<file path="src/rtl/fifo_rd_serializer.sv">
// Pops IN_WIDTH-bit words from a show-ahead FIFO and streams them out as
// OUT_WIDTH-bit valid/ready beats, least-significant slice first.
module fifo_rd_serializer #(
    parameter int IN_WIDTH  = 32,
    parameter int OUT_WIDTH = 8
) (
    input  logic                 clk,
    input  logic                 arst,
    input  logic                 fifo_empty_i,
    input  logic [IN_WIDTH-1:0]  fifo_data_i,
    output logic                 fifo_read_o,
    output logic                 m_valid_o,
    input  logic                 m_ready_i,
    output logic [OUT_WIDTH-1:0] m_data_o,
    output logic                 m_last_o,
    output logic                 busy_o
);

    localparam int RATIO  = IN_WIDTH / OUT_WIDTH;
    localparam int BEAT_W = $clog2(RATIO > 1 ? RATIO : 2);
    localparam logic [BEAT_W-1:0] LAST_BEAT = BEAT_W'(RATIO - 1);

    generate
        if (OUT_WIDTH < 1 || IN_WIDTH < OUT_WIDTH || (IN_WIDTH % OUT_WIDTH) != 0) begin : g_width_check
            $error("fifo_rd_serializer: IN_WIDTH must be a non-zero multiple of OUT_WIDTH");
        end
    endgenerate

    typedef enum logic {
        IDLE   = 1'b0,
        SERIAL = 1'b1
    } state_t;

    state_t                state_ff, state_nxt;
    logic [BEAT_W-1:0]     beat_ff,  beat_nxt;
    logic [IN_WIDTH-1:0]   word_ff,  word_nxt;

    logic fire;
    logic fire_last;
    logic load;

    assign fire      = m_valid_o && m_ready_i;
    assign fire_last = fire && (beat_ff == LAST_BEAT);
    // Refill in the same cycle as the last handshake so words stream with no bubble.
    assign load      = !fifo_empty_i && ((state_ff == IDLE) || fire_last);

    always_ff @(posedge clk or posedge arst) begin
        if (arst) begin
            state_ff <= IDLE;
            beat_ff  <= '0;
            // NOTE: the word register is reset too, so m_data_o and any debug view of it are clean after reset.
            word_ff  <= '0;
        end else begin
            // NOTE: non-blocking assignments keep every register sampling pre-edge values.
            state_ff <= state_nxt;
            beat_ff  <= beat_nxt;
            word_ff  <= word_nxt;
        end
    end

    always_comb begin
        // NOTE: hold-by-default assignments first, so no branch leaves a variable unassigned (no latch).
        state_nxt = state_ff;
        beat_nxt  = beat_ff;
        word_nxt  = word_ff;
        if (load) begin
            word_nxt  = fifo_data_i;
            beat_nxt  = '0;
            state_nxt = SERIAL;
        end else if (fire_last) begin
            beat_nxt  = '0;
            state_nxt = IDLE;
        end else if (fire) begin
            beat_nxt  = beat_ff + BEAT_W'(1);
        end
    end

    assign m_valid_o   = (state_ff == SERIAL);
    assign busy_o      = (state_ff == SERIAL);
    assign m_last_o    = m_valid_o && (beat_ff == LAST_BEAT);
    assign m_data_o    = m_valid_o ? word_ff[int'(beat_ff) * OUT_WIDTH +: OUT_WIDTH] : '0;
    // Gated by arst so the FIFO pointer cannot move while this block is held in reset.
    assign fifo_read_o = load && !arst;

endmodule
</file>
<file path="config.mk">
export PLATFORM = sky130hd
export DESIGN_NAME = fifo_rd_serializer
export DESIGN_NICKNAME = d
export VERILOG_FILES = /design/src/rtl/fifo_rd_serializer.sv
export SDC_FILE = /design/constraint.sdc
export NUM_CORES = 1
export LEC_CHECK = 0
export ABC_AREA = 1
export CORE_ASPECT_RATIO = 1.2
export CORE_MARGIN = 2
export CORE_UTILIZATION = 44
export DETAILED_ROUTE_END_ITERATION = 8
export PLACE_DENSITY_LB_ADDON = 0.12
export SYNTH_ARGS = -nofsm -noshare
export SYNTH_HDL_FRONTEND = slang
export SYNTH_SLANG_ARGS = --single-unit
</file>
<file path="constraint.sdc">
create_clock -name clk -period 1.25 [get_ports clk]
set_input_delay 0.25 -clock clk [delete_from_list [all_inputs] [get_ports clk]]
set_output_delay 0.25 -clock clk [all_outputs]
set_load 0.1 [all_outputs]
</file>
==> summary.txt, run 1 <==
Flow run
  • Max-cap violations: 0

Timing
  • Slew Viols, Final: 0
  • Ratio of final minimum period to clock period: 145%
  • Slew at the pin with the worst max-slew slack: 0.329 ns
  • Fmax: 550 MHz
  • Setup ws final: -0.567 ns
  • RSZ-0062 raised after global routing: true
  • Slew HR: 78.0%
  • Final Hold Vio Count: 0
  • Final setup fails: 45
  • Clock Skew: 0.00732 ns
  • Final min period: 1.82 ns

Setup path
  • FF-to-FF path depth: 7
  • Critical Path Stages: 5
  • CP Launch Point: beat_ff[0]$_DFFE_PP0P_
  • Crit-path max FO: 16
  • CP max stage cell: dfrtp_2
  • Critical path class: reg -> out
  • Worst Path Buf+Inv: 2
  • Worst EP arrival: 1.57 ns
  • Startpoint class of the critical path: flop
  • Critical path's top delay family: flip-flops
  • Setup crit end kind: output port
  • Required @ worst endpoint: 1.00 ns
  • Critical path cell sequence: inv_4 > nand2_1 > nand3_2 > a21oi_4 > buf_12
  • Critical R2R Launch: beat_ff[0]$_DFFE_PP0P_
  • R2R Path End: word_ff[4]$_DFFE_PP0P_
  • Max incr delay on CP: 0.50 ns
  • CP endpoint: m_data_o[7]
  • Worst reg2reg setup slack: -0.29 ns

Drt
  • Number of remaining DRC errors: 0
  • ANT nets after route: 0
  • Via density: 4.97
  • Initial DRC count: 113
  • Total Wirelength: 5680 um
  • DR pass1 iterations: 4
  • DR WL/cell: 15.1 um
  • Vias: 1870

Finish
  • Commonest cells after routing, fill and taps aside: 111 x nand2_1, 36 x inv_1, 35 x clkdlybuf4s50_1
  • Ant. Diodes: 0
  • Fin nets: 358
  • Final-layout fill cell count: 283
  • Most common cell after layout, fill and taps aside: nand2_1
  • Area delta synth->final: 66.9%
  • Core Util, Final: 77.5%
  • Proportion of layout cells with a drive suffix above 1: 32.0%

Placement
  • DP HPWL: 2980 um
  • Input/output buffers: 47
  • Gpl congestion: 0.754
  • Place WS: -0.484 ns

Clock network
  • Reg clk slew, reported paths: 0.08 ns
  • CTS tree: yes
  • Clock Tree Root: clkbuf_8
  • H-tree Lvls: 2
  • Clock Path Buffers: 2
  • Worst-Skew Late Latency: 0.29 ns
  • Number of clock sinks: 35
  • CTS Buf Count: 5

GRT
  • Initial antenna violation count: 0
  • Largest net degree at the start of global routing: 36
  • GR Overflow Total: 0
  • Vias in the first global route: 1684
  • Total GRT Usage: 21.3%
  • First-pass GRT wire length: 7730 um

Synthesis
  • Synth Net Count: 294
  • Synth top area cells: dfrtp_1 47%, nand2_1 28%, inv_1 7.7%
  • Post-Syn Area per Cell: 7.18 um2
  • Mapped Cells: 257
  • Synthesized flop and latch total: 35
  • Synth unique cells: 18
  • Register area share after synthesis: 47.5%
  • Post-synth top area share: 47.5%
  • Synth area leader: dfrtp_1
  • Mapped Area: 0.00185 mm2
  • Ys Warns: 0

Floorplanning
  • Initial Util: 46.5%
  • FP Rows: 25
  • DIE HEIGHT: 74.9 um
  • Die area: 0.00473 mm2
  • DIE WIDTH: 63.1 um
  • IO Pins: 48
  • Core Region: 0.00397 mm2

Outcome
  • Status: finished, violations left
  • Failing checks: setup timing

Pwr
  • Cell Pwr Density: 3030 mW/mm2
  • Max VDD drop: 2.39 mV
  • Leak Pwr: 1.56 nW

Worst hold path
  • Hold Crit Class: in -> async
cells in the mapped netlist:
cell type,instances
nand2_4,1
ha_1,1
nor2_1,1
nor2_2,1
a21oi_1,8
buf_4,2
inv_2,2
buf_2,2
buf_6,3
clkbuf_8,3
dfrtp_1,35
nand3_1,17
nand2_1,139
nor2_4,1
inv_1,38
clkbuf_1,1
a21oi_4,1
o31ai_1,1
worst register-to-register path: cells and delay by family, from the launching register on:
family,cells,cell delay (ns)
buffers and inverters,2,0.31
adder cells (fa/ha/maj),1,0.22
AND/OR/NAND/NOR,3,0.19
AO/OA/AOI/OAI,1,0.21
flip-flops,1,0.50
worst min-delay path by stage:
stage	end	slack (ns)	depth (start not counted)
6_report	word_ff[0]$_DFFE_PP0P_	0.42	3
5_1_grt	word_ff[9]$_DFFE_PP0P_	0.45	3
4_1_cts	word_ff[23]$_DFFE_PP0P_	0.43	3
3_5_place_dp	word_ff[8]$_DFFE_PP0P_	0.46	2
3_3_place_gp	word_ff[20]$_DFFE_PP0P_	0.46	2
2_1_floorplan	busy_o$_DFFE_PP0P_	0.32	1
cell families (layout without fill, tap and decap cells):
kind of cell,after synthesis,count (layout),share of synthesized area [%]
fa+ha+maj,1,1,0.678
compound gates,10,10,3.46
flops,35,35,47.5
simple gates,160,161,34.6
buf+inv,51,115,13.8
layout make-up:
class | instances | area [um2] | area share (%)
Clock buffer | 5 | 68.8 | 2.23
Clock inverter | 3 | 20.0 | 0.650
Inverter | 40 | 159 | 5.16
Multi-Input combinational cell | 172 | 1000 | 32.5
Sequential cell | 35 | 881 | 28.6
Tap cell | 54 | 67.6 | 2.19
Timing Repair Buffer | 67 | 885 | 28.7
per-layer routing:
| layer | vias to the layer above | wire [um] | share of wire (%) | global-route usage (%) |
|---|---|---|---|---|
| met3 | 17 | 398 | 7.0 | 4.63 |
| li1 | 890 | - | - | - |
| met1 | 889 | 2180 | 38 | 26.4 |
| met2 | 74 | 2990 | 53 | 37.4 |
| met4 | 0 | 114 | 2.0 | 7.16 |
| met5 | - | 0 | 0 | 0 |
through the flow:
step | hold slack [ns] | instance area (um2) | setup TNS [ns] | total power, W | std cells
after floorplan | 0.323 | 1960 | -12.15 | 0.00587 | 257
after global placement | 0.462 | 2610 | -16.03 | 0.00759 | 358
after detailed placement | 0.465 | 2610 | -17.01 | 0.00767 | 358
after CTS | 0.428 | 2870 | -19.21 | 0.00890 | 370
after global routing | 0.453 | 3080 | -15.64 | 0.00977 | 376
final | 0.425 | 3080 | -13.81 | 0.00933 | 376
registers in the layout, indices dropped and copies added, names as in the netlist:
name and count:
busy_o 1, word_ff 32, beat_ff 2
where the power goes:
group	internal (W)	switching (W)
combinational	0.00244	0.00404
clock	0.000388	0.000448
sequential	0.00164	0.000368
timing repair:
item,4_1_cts,5_1_grt
hold buffers,0,0
buffers inserted,2,3
cloned,2,3
endpoints found under the setup margin,46,46
pin swaps,28,7
resized for setup,28,39
endpoints found under the hold margin,0,0
(Power assumes the default switching activity.)
==> inputs of run 2 (changes only) <==
- clock period: 1.25 -> 1.65 ns (I/O delays scaled with it)
==> summary.txt, run 2 (synthesis gave the netlist of run 1 again) <==
Finish
  • Final-layout fill cell count: 332
  • Ant. Diodes: 0
  • Reg area: 882 um2
  • Commonest cells after routing, fill and taps aside: 124 x nand2_1, 36 x inv_1, 35 x clkdlybuf4s50_1
  • Area delta synth->final: 57.8%
  • Top reg by flops: word_ff
  • Max reg flops: 32
  • Most common cell after layout, fill and taps aside: nand2_1
  • Proportion of layout cells with a drive suffix above 1: 26.8%
  • Area of the multi-input gates: 977 um2
  • Fin nets: 353

Timing
  • RSZ-0062 raised after global routing: true
  • Clock Skew: 0.00610 ns
  • Slew at the pin with the worst max-slew slack: 0.446 ns
  • Setup ws final: -0.187 ns
  • Final Hold Vio Count: 0
  • Slew HR: 70.2%
  • Slew Viols, Final: 0
  • Final setup fails: 10
  • Fmax: 544 MHz
  • Worst-case hold slack: 0.483 ns
  • Ratio of final minimum period to clock period: 111%
  • Final min period: 1.84 ns

Setup path
  • Worst EP arrival: 1.51 ns
  • Crit-path max FO: 7
  • Setup crit end kind: output port
  • Critical path class: reg -> out
  • Startpoint class of the critical path: flop
  • Required @ worst endpoint: 1.32 ns

Flow run
  • Max-cap violations: 0

GRT
  • Largest net degree at the start of global routing: 36
  • Vias in the first global route: 1790
  • Initial antenna violation count: 0
  • Total GRT Usage: 23.2%
  • GR Overflow Total: 0
  • First-pass GRT wire length: 8310 um

Clock network
  • Worst-Skew Late Latency: 0.28 ns
  • Hold buffer count at cts: 0
  • Reg clk slew, reported paths: 0.07 ns
  • CTS Buf Count: 5
  • H-tree Lvls: 2
  • CTS tree: yes
  • Clock Tree Root: clkbuf_8
  • Clock Path Buffers: 2
  • Number of clock sinks: 35

Drt
  • Vias: 1716
  • ANT nets after route: 0
  • Via density: 4.63
  • Initial DRC count: 66
  • Number of remaining DRC errors: 0
  • DR WL/cell: 13.2 um
  • DR pass1 iterations: 4
  • Total Wirelength: 4900 um

Placement
  • Place WS: -0.221 ns
  • DP HPWL: 2960 um
  • Input/output buffers: 47
  • Gpl congestion: 0.789

Floorplanning
  • DIE HEIGHT: 74.9 um
  • FP Rows: 25
  • Die area: 0.00473 mm2
  • IO Pins: 48
  • Initial Util: 46.5%
  • Core Region: 0.00397 mm2
  • DIE WIDTH: 63.1 um

Outcome
  • Status: finished, violations left
  • Failing checks: setup timing

Worst hold path
  • Hold Crit Class: reg -> reg
run 2: per-stage QoR:
| step | instances | utilization (%) | cell area, um2 | setup TNS [ns] |
|---|---|---|---|---|
| finish | 371 | 73.3 | 2910 | -1.44 |
| global route | 371 | 73.3 | 2910 | -1.99 |
| CTS | 369 | 72.1 | 2870 | -1.26 |
| detailed placement | 356 | 65.4 | 2600 | -5.78 |
| global placement | 356 | 65.4 | 2600 | -4.67 |
| floorplan | 257 | - | 1950 | -1.54 |
run 2: path summary, 6_finish.rpt:
| kind | slack [ns] | depth (start not counted) | to | startpoint |
|---|---|---|---|---|
| setup / recovery | -0.19 | 5 | m_data_o[0] | beat_ff[0]$_DFFE_PP0P_ |
| hold / removal | 0.48 | 2 | word_ff[16]$_DFFE_PP0P_ | word_ff[16]$_DFFE_PP0P_ |
| setup reg to reg | 0.16 | 8 | word_ff[1]$_DFFE_PP0P_ | beat_ff[0]$_DFFE_PP0P_ |
| hold reg to reg | 0.48 | 2 | word_ff[16]$_DFFE_PP0P_ | word_ff[16]$_DFFE_PP0P_ |
| max in group asynchronous | 0.97 | 3 | beat_ff[1]$_DFFE_PP0P_ | arst |
| min in group asynchronous | 0.49 | 3 | word_ff[23]$_DFFE_PP0P_ | arst |
run 2: routing by layer:
layer  GRT usage (%)  vias up  wire (um)
met5               0        -          0
met4            10.9        0        112
met3            5.83       10        269
met2            40.2       62       2500
met1            27.6      773       2020
li1                -      871          -
run 2: worst max-delay path: stages, from the launching register on:
cell	delay, ns
dfrtp_2	0.49
buf_6	0.18
nand2_2	0.07
nand3_2	0.08
a21oi_4	0.20
buf_12	0.19
run 2: timing repair:
item,CTS,global route
gates resized for setup,39,11
endpoints found under the setup margin,12,10
pin swaps,29,4
setup buffers,3,3
gates cloned,2,0
endpoints found under the hold margin,0,0
run 2: layout make-up:
cell class                      count  area share [%]
Timing Repair Buffer               62            25.6
Clock inverter                      1           0.172
Multi-Input combinational cell    172            33.5
Inverter                           40            5.41
Tap cell                           54            2.32
Sequential cell                    35            30.3
Clock buffer                        7            2.62
Power of run 2 is left out: the tool's default activity adds up to more than one toggle a clock period on the data nets, which glitch-free logic cannot reach.
==> inputs of run 3 (changes only) <==
- SLEW_MARGIN: not set -> 10
==> results of run 3 <==
The final DEF is identical to that of run 2; final timing and power are the same.
Power of run 3 is left out for the same reason.
